`config.mk`:
```
export PLATFORM = sky130hd
export DESIGN_NAME = keyboard_calc_top
export DESIGN_NICKNAME = d
export VERILOG_FILES = /design/src/rtl/keyboard_pkg.sv /design/src/rtl/keyboard_calc_top_bcd6_to_bin.sv /design/src/rtl/keyboard_calc_top.sv
export SDC_FILE = /design/constraint.sdc
export NUM_CORES = 1
export LEC_CHECK = 0
export CAP_MARGIN = 30
export CORE_MARGIN = 5
export CORE_UTILIZATION = 50
export CTS_CLUSTER_DIAMETER = 100
export DETAILED_ROUTE_END_ITERATION = 16
export GPL_TIMING_DRIVEN = 1
export PLACE_DENSITY = 0.78
export SYNTH_ARGS = -nofsm -noshare
export SYNTH_HDL_FRONTEND = slang
export SYNTH_SLANG_ARGS = --single-unit
```
`constraint.sdc`:
```
create_clock -name clk -period 15.1 [get_ports clk]
set_clock_uncertainty 0.15 [all_clocks]
set_input_delay 3.775 -clock clk [delete_from_list [all_inputs] [get_ports clk]]
set_output_delay 3.775 -clock clk [all_outputs]
set_load 0.02 [all_outputs]
```
`src/rtl/keyboard_pkg.sv`:
```
// keyboard_pkg: shared constants, types and helpers for the keypad adding calculator
package keyboard_pkg;
  localparam int NUM_DIGITS = 6;
  localparam int BCD_W = 4 * NUM_DIGITS;
  localparam int OPND_W = 20;
  localparam int SUM_W = 21;
  localparam logic [3:0] KEY_OPND2 = 4'hA;
  localparam logic [3:0] KEY_OPND1 = 4'hB;
  localparam logic [3:0] KEY_CLR = 4'hC;
  localparam logic [3:0] KEY_BS = 4'hD;
  typedef enum logic {OPND_1, OPND_2} opnd_t;
  function automatic logic [1:0] low_idx(input logic [3:0] v);
    return !v[0] ? 2'd0 : !v[1] ? 2'd1 : !v[2] ? 2'd2 : 2'd3;
  endfunction
endpackage

```
`src/rtl/keyboard_calc_top_bcd6_to_bin.sv`:
```
// bcd6_to_bin: combinational 6-digit BCD to 20-bit binary conversion
module bcd6_to_bin
  import keyboard_pkg::*;
(
  input  logic [BCD_W-1:0]  bcd,
  output logic [OPND_W-1:0] bin
);
  // Horner evaluation from the most significant digit down
  always_comb begin
    bin = '0;
    for (int i = NUM_DIGITS - 1; i >= 0; i--)
      bin = OPND_W'(bin * OPND_W'(10)) + OPND_W'(bcd[4*i +: 4]);
  end
endmodule

```
`src/rtl/keyboard_calc_top.sv`:
```
// keyboard_calc_top: 4x4 keypad scanner feeding two BCD operand buffers and a binary adder (option: KEYPAD_BACKSPACE_EN)
module keyboard_calc_top
  import keyboard_pkg::*;
(
  input  logic                  clk,
  input  logic                  rst,
  input  logic [3:0]            kc_sel,
  output logic [3:0]            kr_sel,
  output logic                  press,
  output logic [3:0]            scan_code,
  output logic [NUM_DIGITS-1:0] buf_flag_1,
  output logic [BCD_W-1:0]      key_buf_code_1,
  output logic [NUM_DIGITS-1:0] buf_flag_2,
  output logic [BCD_W-1:0]      key_buf_code_2,
  output logic [OPND_W-1:0]     add_1,
  output logic [OPND_W-1:0]     add_2,
  output logic [SUM_W-1:0]      sum
);
  logic valid, prev_valid, new_press;
  opnd_t opnd;
  logic [BCD_W-1:0] act_code, nxt_code;
  logic [NUM_DIGITS-1:0] act_flag, nxt_flag;
  logic dig_ok, bs_ok, wr;
  assign valid = kc_sel inside {4'b1110, 4'b1101, 4'b1011, 4'b0111};
  assign new_press = valid && !prev_valid;
  // Row rotation, held while a key is sensed; one press per valid episode
  always_ff @(posedge clk) begin
    if (!rst) begin
      kr_sel <= 4'b1110;
      prev_valid <= 1'b0;
      press <= 1'b0;
      scan_code <= 4'h0;
    end else begin
      kr_sel <= valid ? kr_sel : {kr_sel[2:0], kr_sel[3]};
      prev_valid <= valid;
      press <= new_press;
      if (new_press) scan_code <= {low_idx(kr_sel), low_idx(kc_sel)};
    end
  end
  // Next value of the active buffer for a digit or backspace key
  always_comb begin
    act_code = opnd == OPND_2 ? key_buf_code_2 : key_buf_code_1;
    act_flag = opnd == OPND_2 ? buf_flag_2 : buf_flag_1;
    dig_ok = scan_code <= 4'd9 && !act_flag[NUM_DIGITS-1];
`ifdef KEYPAD_BACKSPACE_EN
    bs_ok = scan_code == KEY_BS && act_flag[0];
`else
    bs_ok = 1'b0;
`endif
    nxt_code = bs_ok ? {4'h0, act_code[BCD_W-1:4]} : {act_code[BCD_W-5:0], scan_code};
    nxt_flag = bs_ok ? {1'b0, act_flag[NUM_DIGITS-1:1]} : {act_flag[NUM_DIGITS-2:0], 1'b1};
    wr = press && (dig_ok || bs_ok);
  end
  // Buffer control driven by the registered press and scan code
  always_ff @(posedge clk) begin
    if (!rst || (press && scan_code == KEY_CLR)) begin
      opnd <= OPND_1;
      buf_flag_1 <= '0;
      key_buf_code_1 <= '0;
      buf_flag_2 <= '0;
      key_buf_code_2 <= '0;
    end else begin
      if (press && scan_code == KEY_OPND2) opnd <= OPND_2;
      if (press && scan_code == KEY_OPND1) opnd <= OPND_1;
      if (wr && opnd == OPND_1) begin
        key_buf_code_1 <= nxt_code;
        buf_flag_1 <= nxt_flag;
      end
      if (wr && opnd == OPND_2) begin
        key_buf_code_2 <= nxt_code;
        buf_flag_2 <= nxt_flag;
      end
    end
  end
  bcd6_to_bin u_conv_1 (.bcd(key_buf_code_1), .bin(add_1));
  bcd6_to_bin u_conv_2 (.bcd(key_buf_code_2), .bin(add_2));
  assign sum = {1'b0, add_1} + {1'b0, add_2};
endmodule

```
# Yosys cells after proc, flatten, opt, wreduce, memory -nomap -nowiden
# Cells that the tools add are included.
# W data, S select, Z words.
# totals
wordCells,61
in_bits,6
regBits,71
out_inout_bits,130
# op_classes
eq_ne,7
n_reduce_logical,14
mul,10
bitwise_logic,1
muxes,8
addsub,11
order_cmp,1
# ops
op,n
$add A20 B4 Y20,10
$mul A20 B3 Y19 const B,8
$eq A4 B4 Y1 const B,6
$add A20 B20 Y21,1
$mux W20,1
$mul A4 B3 Y7 const B,2
$logic_and A1 B1 Y1,8
$mux W2,4
$mux W6,1
$eq A4 B3 Y1 const B,1
$le A4 B4 Y1 const B,1
$reduce_bool A4 Y1,1
$logic_not A1 Y1,3
$mux W1,2
$reduce_or A2 Y1,1
$logic_or A1 B1 Y1,1
$not A1 Y1,1

# Logic depth before layout (Yosys ltp)
# Gate-level depths: netlist of the first run.
# logic_depth
ltp_word,11
depth_mapped,46
mapped_depth_nobuf,46

# Modules after synthesis
# From an unflattened synthesis of the first run, not the netlist that was laid out.
# hier_totals
cells_unflattened,1529
area_unflattened_um2,12390.6
# by_module_without_submodules
mod,area_per_inst_um2,instances,seq_area_each_um2,cells_each
bcd6_to_bin (u_conv_1),4509.3,1,0.0,562
bcd6_to_bin (u_conv_2),4240.3,1,0.0,517
keyboard_calc_top,3641.0,1,1421.4,450

# Worst setup path before layout of the first run
# No wires, ideal clock.
# synth_path
kind,register to output
from,register key_buf_code_2[23]
to,output port sum[20]
t_arrival_ns,9.964
required_time_ns,11.175
n_path_buf,0
slack_ns,1.211
path_stages_with_launch,43
cell_sequence,dfxtp_1 -> ha_1 -> ha_1 -> inv_1 -> fa_1 -> nor3b_1 -> xnor2_1 -> ha_1 -> ha_1 -> inv_1 -> o21bai_1 -> a21oi_1 -> xnor2_1 -> inv_1 -> nor3_1 -> xor2_1 -> ha_1 -> ha_1 -> [7 not listed] -> nand2_1 -> a2111oi_0 -> or3_1 -> a21oi_1 -> xnor2_1 -> nand3_1 -> xnor2_1 -> ha_1 -> ha_1 -> inv_1 -> or4b_1 -> o311ai_1 -> nand4_1 -> xnor2_1 -> xnor3_1 -> ha_1 -> nand2_1 -> o21ai_0
# synth_between
elab_chain_cells,11
# synth_lines
element,line,source
"start, declared",keyboard_calc_top.sv:14,"output logic [BCD_W-1:0] key_buf_code_2,"
"start signal, assigned",keyboard_calc_top.sv:70,key_buf_code_2 <= nxt_code;
$mul A4 B3 Y7,keyboard_calc_top_bcd6_to_bin.sv:12,bin = OPND_W'(bin * OPND_W'(10)) + OPND_W'(bcd[4*i +: 4]);
$add A20 B4 Y20,keyboard_calc_top_bcd6_to_bin.sv:12,
$mul A20 B3 Y19,keyboard_calc_top_bcd6_to_bin.sv:12,
$add A20 B4 Y20,keyboard_calc_top_bcd6_to_bin.sv:12,
$mul A20 B3 Y19,keyboard_calc_top_bcd6_to_bin.sv:12,
$add A20 B4 Y20,keyboard_calc_top_bcd6_to_bin.sv:12,
$mul A20 B3 Y19,keyboard_calc_top_bcd6_to_bin.sv:12,
$add A20 B4 Y20,keyboard_calc_top_bcd6_to_bin.sv:12,
$mul A20 B3 Y19,keyboard_calc_top_bcd6_to_bin.sv:12,
$add A20 B4 Y20,keyboard_calc_top_bcd6_to_bin.sv:12,
via add_2[19],keyboard_calc_top.sv:16,"output logic [OPND_W-1:0] add_2,"
$add A20 B20 Y21,keyboard_calc_top.sv:77,"assign sum = {1'b0, add_1} + {1'b0, add_2};"
"end, declared",keyboard_calc_top.sv:17,output logic [SUM_W-1:0] sum
# The timed path passes the listed nets, and every way through them passes these cells.

# Worst setup path after layout of the first run
# layout_path
from,register key_buf_code_2[23]
to,output port sum[19]
# layout_between
elab_chain_cells,11
# layout_lines
element,line
$mul A4 B3 Y7,keyboard_calc_top_bcd6_to_bin.sv:12
$add A20 B4 Y20,keyboard_calc_top_bcd6_to_bin.sv:12
$mul A20 B3 Y19,keyboard_calc_top_bcd6_to_bin.sv:12
$add A20 B4 Y20,keyboard_calc_top_bcd6_to_bin.sv:12
$mul A20 B3 Y19,keyboard_calc_top_bcd6_to_bin.sv:12
$add A20 B4 Y20,keyboard_calc_top_bcd6_to_bin.sv:12
$mul A20 B3 Y19,keyboard_calc_top_bcd6_to_bin.sv:12
$add A20 B4 Y20,keyboard_calc_top_bcd6_to_bin.sv:12
$mul A20 B3 Y19,keyboard_calc_top_bcd6_to_bin.sv:12
$add A20 B4 Y20,keyboard_calc_top_bcd6_to_bin.sv:12
$add A20 B20 Y21,keyboard_calc_top.sv:77
# No other way between the ends.

==> results of run 1 <==
==> kinds of logic after synthesis <==
| kind of cell | count (synthesis) |
|---|---|
| AND/OR/NAND/NOR | 466 |
| buffers and inverters | 115 |
| other | 1 |
| XOR/XNOR | 215 |
| AO/OA/AOI/OAI | 355 |
| flip-flops | 71 |
| adder cells (fa/ha/maj) | 275 |
| multiplexers | 11 |
==> state kept, by name (all words and copies together), names as in the netlist <==
| register | count |
|---|---|
| kr_sel | 4 |
| key_buf_code_2 | 24 |
| scan_code | 4 |
| press | 1 |
| prev_valid | 1 |
| key_buf_code_1 | 24 |
| buf_flag_2 | 6 |
| opnd | 1 |
| buf_flag_1 | 6 |
==> how the worst max path moves through the flow <==
stage,startpoint,end,slack (ps),cells past startpoint
finish,key_buf_code_2[23]$_SDFFE_PP0P_,sum[19],390,41
global route,key_buf_code_2[23]$_SDFFE_PP0P_,sum[19],-360,43
CTS,key_buf_code_2[23]$_SDFFE_PP0P_,sum[20],40,43
detailed placement,key_buf_code_2[23]$_SDFFE_PP0P_,sum[20],340,43
global placement,key_buf_code_2[23]$_SDFFE_PP0P_,sum[20],720,43
floorplan,key_buf_code_2[23]$_SDFFE_PP0P_,sum[20],1210,42
==> power groups by stage <==
stage	registers, mW	logic [mW]	clock network [mW]
after global placement	0.196	0.0424	0
after global routing	0.192	0.0472	0.259
after floorplan	0.197	0.0253	0
after CTS	0.192	0.0434	0.250
after detailed placement	0.196	0.0431	0
final	0.192	0.0432	0.247
==> synth_stat cells (6+ instances only) <==
| master | number | area share [%] |
|---|---|---|
| or3_1 | 10 | 0.52 |
| clkbuf_1 | 26 | 0.81 |
| a21boi_0 | 7 | 0.43 |
| o31ai_1 | 7 | 0.43 |
| xor2_1 | 92 | 6.7 |
| xnor2_1 | 121 | 8.8 |
| nor2b_1 | 31 | 1.6 |
| nor3b_1 | 15 | 0.93 |
| a31oi_1 | 10 | 0.52 |
| o21bai_1 | 22 | 1.4 |
| a21oi_1 | 133 | 5.5 |
| or2_2 | 8 | 0.41 |
| and2_1 | 7 | 0.36 |
| a211oi_1 | 10 | 0.62 |
| ha_1 | 254 | 26 |
| nor3_1 | 44 | 1.8 |
| and3_1 | 7 | 0.36 |
| mux2i_1 | 11 | 0.91 |
| dfxtp_1 | 71 | 12 |
| inv_1 | 85 | 2.6 |
| a21o_1 | 40 | 2.5 |
| nand2_1 | 179 | 5.6 |
| o21ai_0 | 49 | 2.0 |
| nor2_1 | 73 | 2.3 |
| fa_1 | 21 | 3.5 |
| nand3_1 | 35 | 1.4 |
| o21ai_1 | 7 | 0.29 |
| o21a_1 | 15 | 0.93 |
| nand2b_1 | 12 | 0.62 |
| a31o_2 | 6 | 0.43 |
| nand4_1 | 7 | 0.36 |
| nand3b_1 | 8 | 0.50 |
==> area by class of cell <==
class	instances	area [µm²]
clock buffers	11	253
clock inverters	5	104
well taps	319	399
multi-input cells	1324	10400
repair buffers	143	1410
inverters	85	319
fillers	2090	9310
flip-flops and latches	71	1420
==> critical path: cells and delay by family, from the launching register on <==
family                   cells  cell delay (ps)
AO/OA/AOI/OAI                8             1520
XOR/XNOR                    10             2080
adder cells (fa/ha/maj)     12             3860
buffers and inverters        4              870
flip-flops                   1              460
AND/OR/NAND/NOR              7             1650
==> per-stage QoR <==
step                util [%]  power [mW]  area [µm²]
floorplan                  -       0.223       12100
global placement        58.4       0.238       13800
detailed placement      58.4       0.239       13800
CTS                     59.9       0.486       14100
global route            60.6       0.499       14300
finish                  60.6       0.482       14300
==> layer usage <==
layer  global-route usage (%)  part of all wire, %  vias up  wire length (µm)
li1                         -                    -     5643                 -
met1                     27.9                   49     4966             13800
met2                     32.3                   43      214             12100
met3                     4.12                  6.4       26              1790
met4                     3.60                  1.6        0               447
met5                        0                    0        -                 0
==> timing repair <==
action	4_1_cts	5_1_grt
pin swaps	0	2
setup endpoints to repair	2	6
gates resized for setup	1	26
buffers inserted	0	3
==> impl_metrics.json, run 1 <==
{
  "hold_ws_ps": 325,
  "netlist_area_um2": 12100,
  "root_buffer": "clkbuf_16",
  "cts_buffers": 9,
  "yosysWarnings": 0,
  "min_path_cells": 2,
  "synth.avg_cell_area_um2": 8.01,
  "synth_cell_types": 77,
  "setup_violations": 0,
  "crit-reg2reg-launch": "scan_code[1]$_SDFFE_PN0P_",
  "cts_buffer_depth": 2,
  "clk_pin_slew_ps": 60,
  "p_clk_share_pct": 51.2,
  "reg2reg_depth": 5,
  "num_rows": 56,
  "hp-class": "register to register",
  "p_int_mw": 0.378,
  "drt_iter0_drc": 474,
  "synth-compound-area-share_pct": 19.1,
  "wl_um": 28100,
  "routedWlPerCell_um": 14.4,
  "io_pins": 136,
  "ant_nets": 0,
  "worstPathMaxFanout": 7,
  "die_h_um": 165,
  "timing.fmax_mhz": 68.0,
  "cpMaxStageDelayCell": "clkdlybuf4s50_1",
  "layout-drive-gt1-share_pct": 4.64,
  "area_growth_pct": 18.3,
  "synth-seq-cells": 71,
  "swShare_pct": 21.6,
  "post-route-min-period_ps": 14710,
  "finalWorstSetupSlack_ps": 389,
  "drtPass1Iterations": 5,
  "crit_path_max_incr_delay_ps": 620,
  "fin_crit_sh_pct": 97.4,
  "core-area_um2": 23600,
  "ys_seq_area_share_pct": 11.8,
  "maxCapViolCount": 0,
  "dp_slack_ps": 337,
  "rsz0062_at_grt": "true",
  "report.final.slew_viol_count": 0,
  "drt-vias-per-instance": 5.54,
  "leakage_nw": 6.84,
  "antenna_cells": 0,
  "ys.flop_type": "dfxtp_1",
  "crit_path_frequent_cell": "ha_1",
  "power.switching_mw": 0.104,
  "grt_first_pass_wirelength_um": 46800,
  "synth_top_family_by_area": "adder cells",
  "final_common_cell": "ha_1",
  "synthCells": 1509,
  "p_comb_share_pct": 9.0,
  "nets": 1915,
  "synth_xor_xnor_area_share_pct": 15.8,
  "p_per_area_nw_per_um2": 33.7,
  "ir_drop_v": 0.0000840,
  "hpwl_um": 23200,
  "slew_headroom_pct": 39.8,
  "regToRegSetupSlack_ps": 12920,
  "io_buffers": 135,
  "clk_latency_ps": 330,
  "setup_tns_ps": 0,
  "min_to": "buf_flag_2[4]$_SDFFE_PP0P_",
  "status": "completed",
  "first_global_vias": 10200,
  "grt_remaining_overflow": 0,
  "async_flop_share_pct": 0,
  "critical_path_class": "register to output pin",
  "cts.sinks": 71,
  "worst_setup_path_end_kind": "output pin",
  "die_w_um": 165,
  "hold_start": "buf_flag_2[4]$_SDFFE_PP0P_",
  "finalNonFillerCells": 1958,
  "start_util_pct": 51.2,
  "synth-simple-area-share_pct": 19.0,
  "grt_usage_pct": 20.0,
  "synth_fa_ha_area_share_pct": 29.8,
  "grt_max_degree": 32,
  "h-tree-depth": 3,
  "crit_required_ps": 11180,
  "muxShareOfSynthArea_pct": 0.911,
  "gp_congestion": 0.894,
  "crit_arrival_ps": 10790,
  "post-place-cells": 1939,
  "drc_errors": 0,
  "layout_common_cells": "ha_1 (254), nand2_1 (179), clkdlybuf4s50_1 (134), a21oi_1 (130), xnor2_1 (114)",
  "cts_hold_buf": 0,
  "num_vias": 10800,
  "grt_antenna_before_repair": 0,
  "die-area_um2": 27400,
  "rr_endpoint": "buf_flag_1[4]$_SDFFE_PP0P_",
  "synth_enable_flop_cells": 0,
  "worst_slew_pin_slew_ps": 903,
  "start_kind": "register",
  "cts_tree": "built",
  "seqPwrFrac_pct": 39.8,
  "hold_violations": 0
}
(Power assumes the default switching activity.)
==> run 2, diff against run 1 <==
Settings changed: CORE_UTILIZATION 50 to 59, PLACE_DENSITY 0.78 to 0.89.
==> run 2 against run 1 <==
Effect of this change:
- utilization grew 9.8 points
- final area shrank 0.42%
- non-clock buffer count shrank 1
- global-route usage grew 3.7 points
- critical path type unchanged
- largest power group unchanged
==> impl_metrics.json, run 2 (same netlist as run 1, synthesis figures left out) <==
{
  "regToRegSetupSlack_ps": 12830,
  "first_global_vias": 10900,
  "drtPass1Iterations": 6,
  "die_w_um": 153,
  "critical_path_class": "register to output pin",
  "crit_required_ps": 11180,
  "num_vias": 11200,
  "io_buffers": 135,
  "clk_pin_slew_ps": 60,
  "cts_tree": "built",
  "grt_first_pass_wirelength_um": 49000,
  "drt-vias-per-instance": 5.88,
  "rr_endpoint": "key_buf_code_2[23]$_SDFFE_PP0P_",
  "worstPathMaxFanout": 6,
  "post_dp_cell_area_um2": 13700,
  "hold_violations": 0,
  "largestRegisters": "key_buf_code_1 (24), key_buf_code_2 (24)",
  "cts.sinks": 71,
  "wl_um": 29300,
  "crit_arrival_ps": 10630,
  "ir_drop_v": 0.0000722,
  "fin_crit_sh_pct": 96.4,
  "io_pins": 136,
  "hpwl_um": 23600,
  "endpoint": "sum[20]",
  "cts_buffers": 9,
  "routedWlPerCell_um": 15.3,
  "drt_iter0_drc": 482,
  "layout_common_cells": "ha_1 (254), nand2_1 (179), clkdlybuf4s50_1 (133), a21oi_1 (131), xnor2_1 (115)",
  "core-area_um2": 20200,
  "leakage_nw": 6.81,
  "die-area_um2": 23400,
  "crit_path_frequent_cell": "ha_1",
  "layout-drive-gt1-share_pct": 4.76,
  "root_buffer": "clkbuf_16",
  "num_rows": 52,
  "hp-class": "register to register",
  "area_growth_pct": 17.8,
  "status": "completed",
  "start_kind": "register",
  "crit_path_max_incr_delay_ps": 520,
  "crit-reg2reg-launch": "scan_code[1]$_SDFFE_PN0P_",
  "worst_slew_pin_slew_ps": 900,
  "nets": 1914,
  "gp_congestion": 0.919,
  "timing.fmax_mhz": 68.7,
  "drc_errors": 0,
  "maxCapViolCount": 0,
  "setup_violations": 0,
  "report.final.slew_viol_count": 0,
  "ant_nets": 0,
  "worst_setup_path_end_kind": "output pin",
  "die_h_um": 153,
  "h-tree-depth": 3,
  "antenna_cells": 0,
  "cpMaxStageDelayCell": "or4b_1",
  "grt_antenna_before_repair": 0,
  "final_common_cell": "ha_1",
  "finalNonFillerCells": 1908,
  "post-route-min-period_ps": 14560,
  "fin_util_pct": 70.4,
  "reg2reg_depth": 6,
  "start_util_pct": 59.7,
  "grt_remaining_overflow": 0,
  "final_cell_area_um2": 14200,
  "p_per_area_nw_per_um2": 32.7,
  "grt_max_degree": 61,
  "post-place-cells": 1890,
  "clk_latency_ps": 330,
  "grt_usage_pct": 23.7,
  "crit_start": "key_buf_code_2[21]$_SDFFE_PP0P_",
  "cts_buffer_depth": 2,
  "slew_headroom_pct": 40.0
}
## run 2: how the worst min path moves through the flow
stage,to,depth (start not counted),startpoint
detailed placement,buf_flag_2[2]$_SDFFE_PP0P_,2,buf_flag_2[1]$_SDFFE_PP0P_
floorplan,buf_flag_1[2]$_SDFFE_PP0P_,2,buf_flag_1[1]$_SDFFE_PP0P_
global route,buf_flag_1[1]$_SDFFE_PP0P_,2,buf_flag_1[1]$_SDFFE_PP0P_
global placement,buf_flag_1[2]$_SDFFE_PP0P_,2,buf_flag_1[1]$_SDFFE_PP0P_
CTS,buf_flag_1[1]$_SDFFE_PP0P_,2,buf_flag_1[1]$_SDFFE_PP0P_
finish,buf_flag_1[1]$_SDFFE_PP0P_,2,buf_flag_1[1]$_SDFFE_PP0P_
## run 2: area by class of cell
type / instances / area (µm²)
repair buffers: 142 / 1430
inverters: 85 / 319
clock buffers: 9 / 225
multi-input cells: 1324 / 10400
flip-flops and latches: 71 / 1420
fillers: 1517 / 6000
clock inverters: 7 / 103
well taps: 270 / 338
## run 2: metal layers
metal	global-route usage [%]	part of all wire [%]	up-vias
li1	-	-	5643
met1	31.2	45	5195
met2	39.1	45	323
met3	4.64	6.7	58
met4	7.59	2.7	0
met5	0	0	-
## run 2: what timing repair did
item / CTS / global route
pin swaps: 0 / 2
hold buffers: 0 / 0
setup buffers: 0 / 2
setup endpoints to repair: 1 / 7
gates resized for setup: 2 / 29
## run 2: worst max-delay path, delay by kind of cell, from the launching register on
family | cells | cell delay, ps
xor+xnor | 8 | 1750
compound gates | 9 | 1410
flops | 1 | 440
buf+inv | 4 | 530
simple gates | 11 | 2280
fa+ha+maj | 12 | 3880
## run 2: per-stage QoR
| step | TNS (ps) | total power, mW | worst slack [ps] | hold WS (ps) |
|---|---|---|---|---|
| global placement | 0 | 0.238 | 742 | 308 |
| finish | 0 | 0.466 | 542 | 321 |
| global route | -56.1 | 0.482 | -56.1 | 341 |
| detailed placement | 0 | 0.239 | 388 | 314 |
| CTS | 0 | 0.470 | 64.0 | 325 |
| floorplan | 0 | 0.223 | 1210 | 392 |
## run 2: power by group
group          internal [mW]  leakage [nW]  switching (mW)  total, mW
logic                 0.0183          6.08          0.0249     0.0431
registers              0.189         0.574         0.00282      0.192
clock network          0.147         0.157          0.0841      0.231
total                  0.354          6.81           0.112      0.466
==> run 3, diff against run 2 <==
Settings changed: ABC_AREA from default to 1, PLACE_DENSITY 0.89 to 0.88.
==> run 3 against run 2 <==
Effect of this change:
- setup slack worse by 11 ps
- via count is 21% higher
- sequential share of layout area fell by 0.73 points
- routed wire length rose by 19%
- utilization is 1.7 points lower
- register-to-register slack worse by 200 ps
- final area is 8.2% higher
- first-iteration DRC count is 34% higher
- fmax about the same
- hold slack gained 10 ps
- cell count increased by 29%
==> impl_metrics.json, run 3 <==
{
  "use_met3_pct": 2.62,
  "muxShareOfSynthArea_pct": 0,
  "cts_tree": "built",
  "grt_remaining_overflow": 0,
  "async_flop_share_pct": 0,
  "routedWlPerCell_um": 14.1,
  "cts_hold_buf": 0,
  "ant_nets": 0,
  "grt_max_degree": 50,
  "critical_path_class": "register to output pin",
  "first_global_vias": 13500,
  "worstPathMaxFanout": 5,
  "synth_fa_ha_area_share_pct": 27.0,
  "cts.sinks": 71,
  "gp_congestion": 0.908,
  "finalWorstSetupSlack_ps": 530,
  "report.final.slew_viol_count": 0,
  "status": "completed",
  "crit-reg2reg-launch": "opnd$_SDFFE_PP0P_",
  "drc_errors": 0,
  "hold_violations": 0,
  "layout-drive-gt1-share_pct": 4.70,
  "synth_top_family_by_area": "simple AND/OR/NAND/NOR gates",
  "synth.avg_cell_area_um2": 6.55,
  "drt_iter0_drc": 644,
  "grt_usage_pct": 26.5,
  "cts_buffer_depth": 2,
  "setup_tns_ps": 0,
  "hpwl_um": 29300,
  "layout_common_cells": "nand2_1 (465), inv_1 (347), ha_1 (252), nor2_1 (152), clkdlybuf4s50_1 (130)",
  "crit_required_ps": 11180,
  "fin_util_pct": 68.7,
  "start_util_pct": 59.5,
  "io_pins": 136,
  "wl_um": 34700,
  "synth-seq-cells": 71,
  "synth_cell_types": 56,
  "slew_headroom_pct": 51.9,
  "start_kind": "register",
  "synth-compound-area-share_pct": 12.4,
  "worst_setup_path_end_kind": "output pin",
  "die_h_um": 160,
  "timing.fmax_mhz": 68.6,
  "h-tree-depth": 3,
  "die-area_um2": 25700,
  "root_buffer": "clkbuf_16",
  "cpMaxStageDelayCell": "fa_1",
  "grt_first_pass_wirelength_um": 59800,
  "io_buffers": 135,
  "die_w_um": 160,
  "min_path_cells": 2,
  "core-area_um2": 22400,
  "ys.flop_type": "dfxtp_1",
  "dp_slack_ps": 452,
  "rr_endpoint": "key_buf_code_2[11]$_SDFFE_PP0P_",
  "num_vias": 13600,
  "drtPass1Iterations": 5,
  "grt_antenna_before_repair": 0,
  "synth_most_common_cell": "nand2_1",
  "worst_slew_pin_slew_ps": 720,
  "post-route-min-period_ps": 14570,
  "crit_path_max_incr_delay_ps": 450,
  "yosysTopAreaCellShare_pct": 23.8,
  "use_met2_pct": 50.4,
  "synthCells": 2039,
  "num_rows": 55,
  "crit_path_frequent_cell": "ha_1",
  "grt_use_met1_pct": 30.9,
  "area_growth_pct": 15.4,
  "regToRegSetupSlack_ps": 12630,
  "drt-vias-per-instance": 5.54,
  "ys_seq_area_share_pct": 10.6,
  "clk_latency_ps": 330,
  "clk_pin_slew_ps": 60,
  "hold_start": "buf_flag_2[5]$_SDFFE_PP0P_",
  "final_common_cell": "nand2_1",
  "grt-busiest-layer": "met2",
  "cts_buffers": 9,
  "synthTopCellsByArea": "ha_1 (24%), nand2_1 (13%), dfxtp_1 (11%), inv_1 (9.8%), xor2_1 (6.8%)",
  "hp-class": "register to register",
  "netlist_area_um2": 13400,
  "synthTopCellsByCount": "nand2_1 (466), inv_1 (347), ha_1 (254)",
  "crit_arrival_ps": 10640,
  "yosysTopAreaCell": "ha_1",
  "antenna_cells": 0,
  "min_to": "buf_flag_2[5]$_SDFFE_PP0P_",
  "rsz0062_at_grt": "true",
  "largestRegisters": "key_buf_code_1 (24), key_buf_code_2 (24)",
  "yosysWarnings": 0,
  "setup_violations": 0,
  "fill_cells": 1889,
  "synth-simple-area-share_pct": 28.7,
  "maxCapViolCount": 0,
  "reg2reg_depth": 7,
  "fin_crit_sh_pct": 96.5,
  "nets": 2448,
  "synth_xor_xnor_area_share_pct": 10.7,
  "synth_enable_flop_cells": 0
}
==> run 3: worst max-delay path by stage <==
stage                                    startpoint  endpoint  cells after the start
floorplan           key_buf_code_2[23]$_SDFFE_PP0P_   sum[19]                     55
global placement    key_buf_code_1[21]$_SDFFE_PP0P_   sum[19]                     55
detailed placement  key_buf_code_2[23]$_SDFFE_PP0P_   sum[20]                     55
CTS                 key_buf_code_2[21]$_SDFFE_PP0P_   sum[20]                     55
global route        key_buf_code_2[21]$_SDFFE_PP0P_   sum[20]                     55
finish              key_buf_code_2[21]$_SDFFE_PP0P_   sum[20]                     55
==> run 3: cells by family after synthesis <==
logic type	count (synthesis)
AO/OA/AOI/OAI	289
XOR/XNOR	159
adder cells (fa/ha/maj)	275
buffers and inverters	376
flip-flops	71
other	1
AND/OR/NAND/NOR	868
==> run 3: final cells by class <==
class,instances,area [µm²],area share [%]
clock buffer,13,250,1.62
clock inverter,3,42.5,0.276
inverter,352,1320,8.57
multi-input combinational,1593,10600,68.9
sequential,71,1430,9.26
tap,285,357,2.31
timing repair buffer,140,1390,9.05
==> run 3: critical path: cells and delay by family, from the launching register on <==
family                     cells  cell delay [ps]
AOI/OAI and AO/OA              8             1270
xor gates and xnor gates       5             1050
buffers and inverters          7              600
DFF                            1              340
adders and majority gates     12             3870
and+or+nand+nor               23             3170
==> run 3: metal layers <==
metal,up-vias,share of wire [%],wire length [µm]
li1,6934,-,-
met1,6257,42,14700
met2,328,50,17400
met4,0,3.4,1180
met5,-,0,0
met3,102,4.3,1480
==> run 3: stage by stage <==
step,hold slack (ps),cell area (µm²),std cells
floorplan,349,13400,2040
global placement,318,15000,2440
detailed placement,322,15000,2440
CTS,331,15300,2456
global route,354,15400,2457
finish,331,15400,2457
==> run 3: repair_timing <==
action,in CTS,in global routing
endpoints found under the setup margin,0,8
setup buffers,0,1
resized for setup,0,34
Power of run 3 is left out: the tool's default activity adds up to more than one toggle a clock period on the data nets, which glitch-free logic cannot reach.
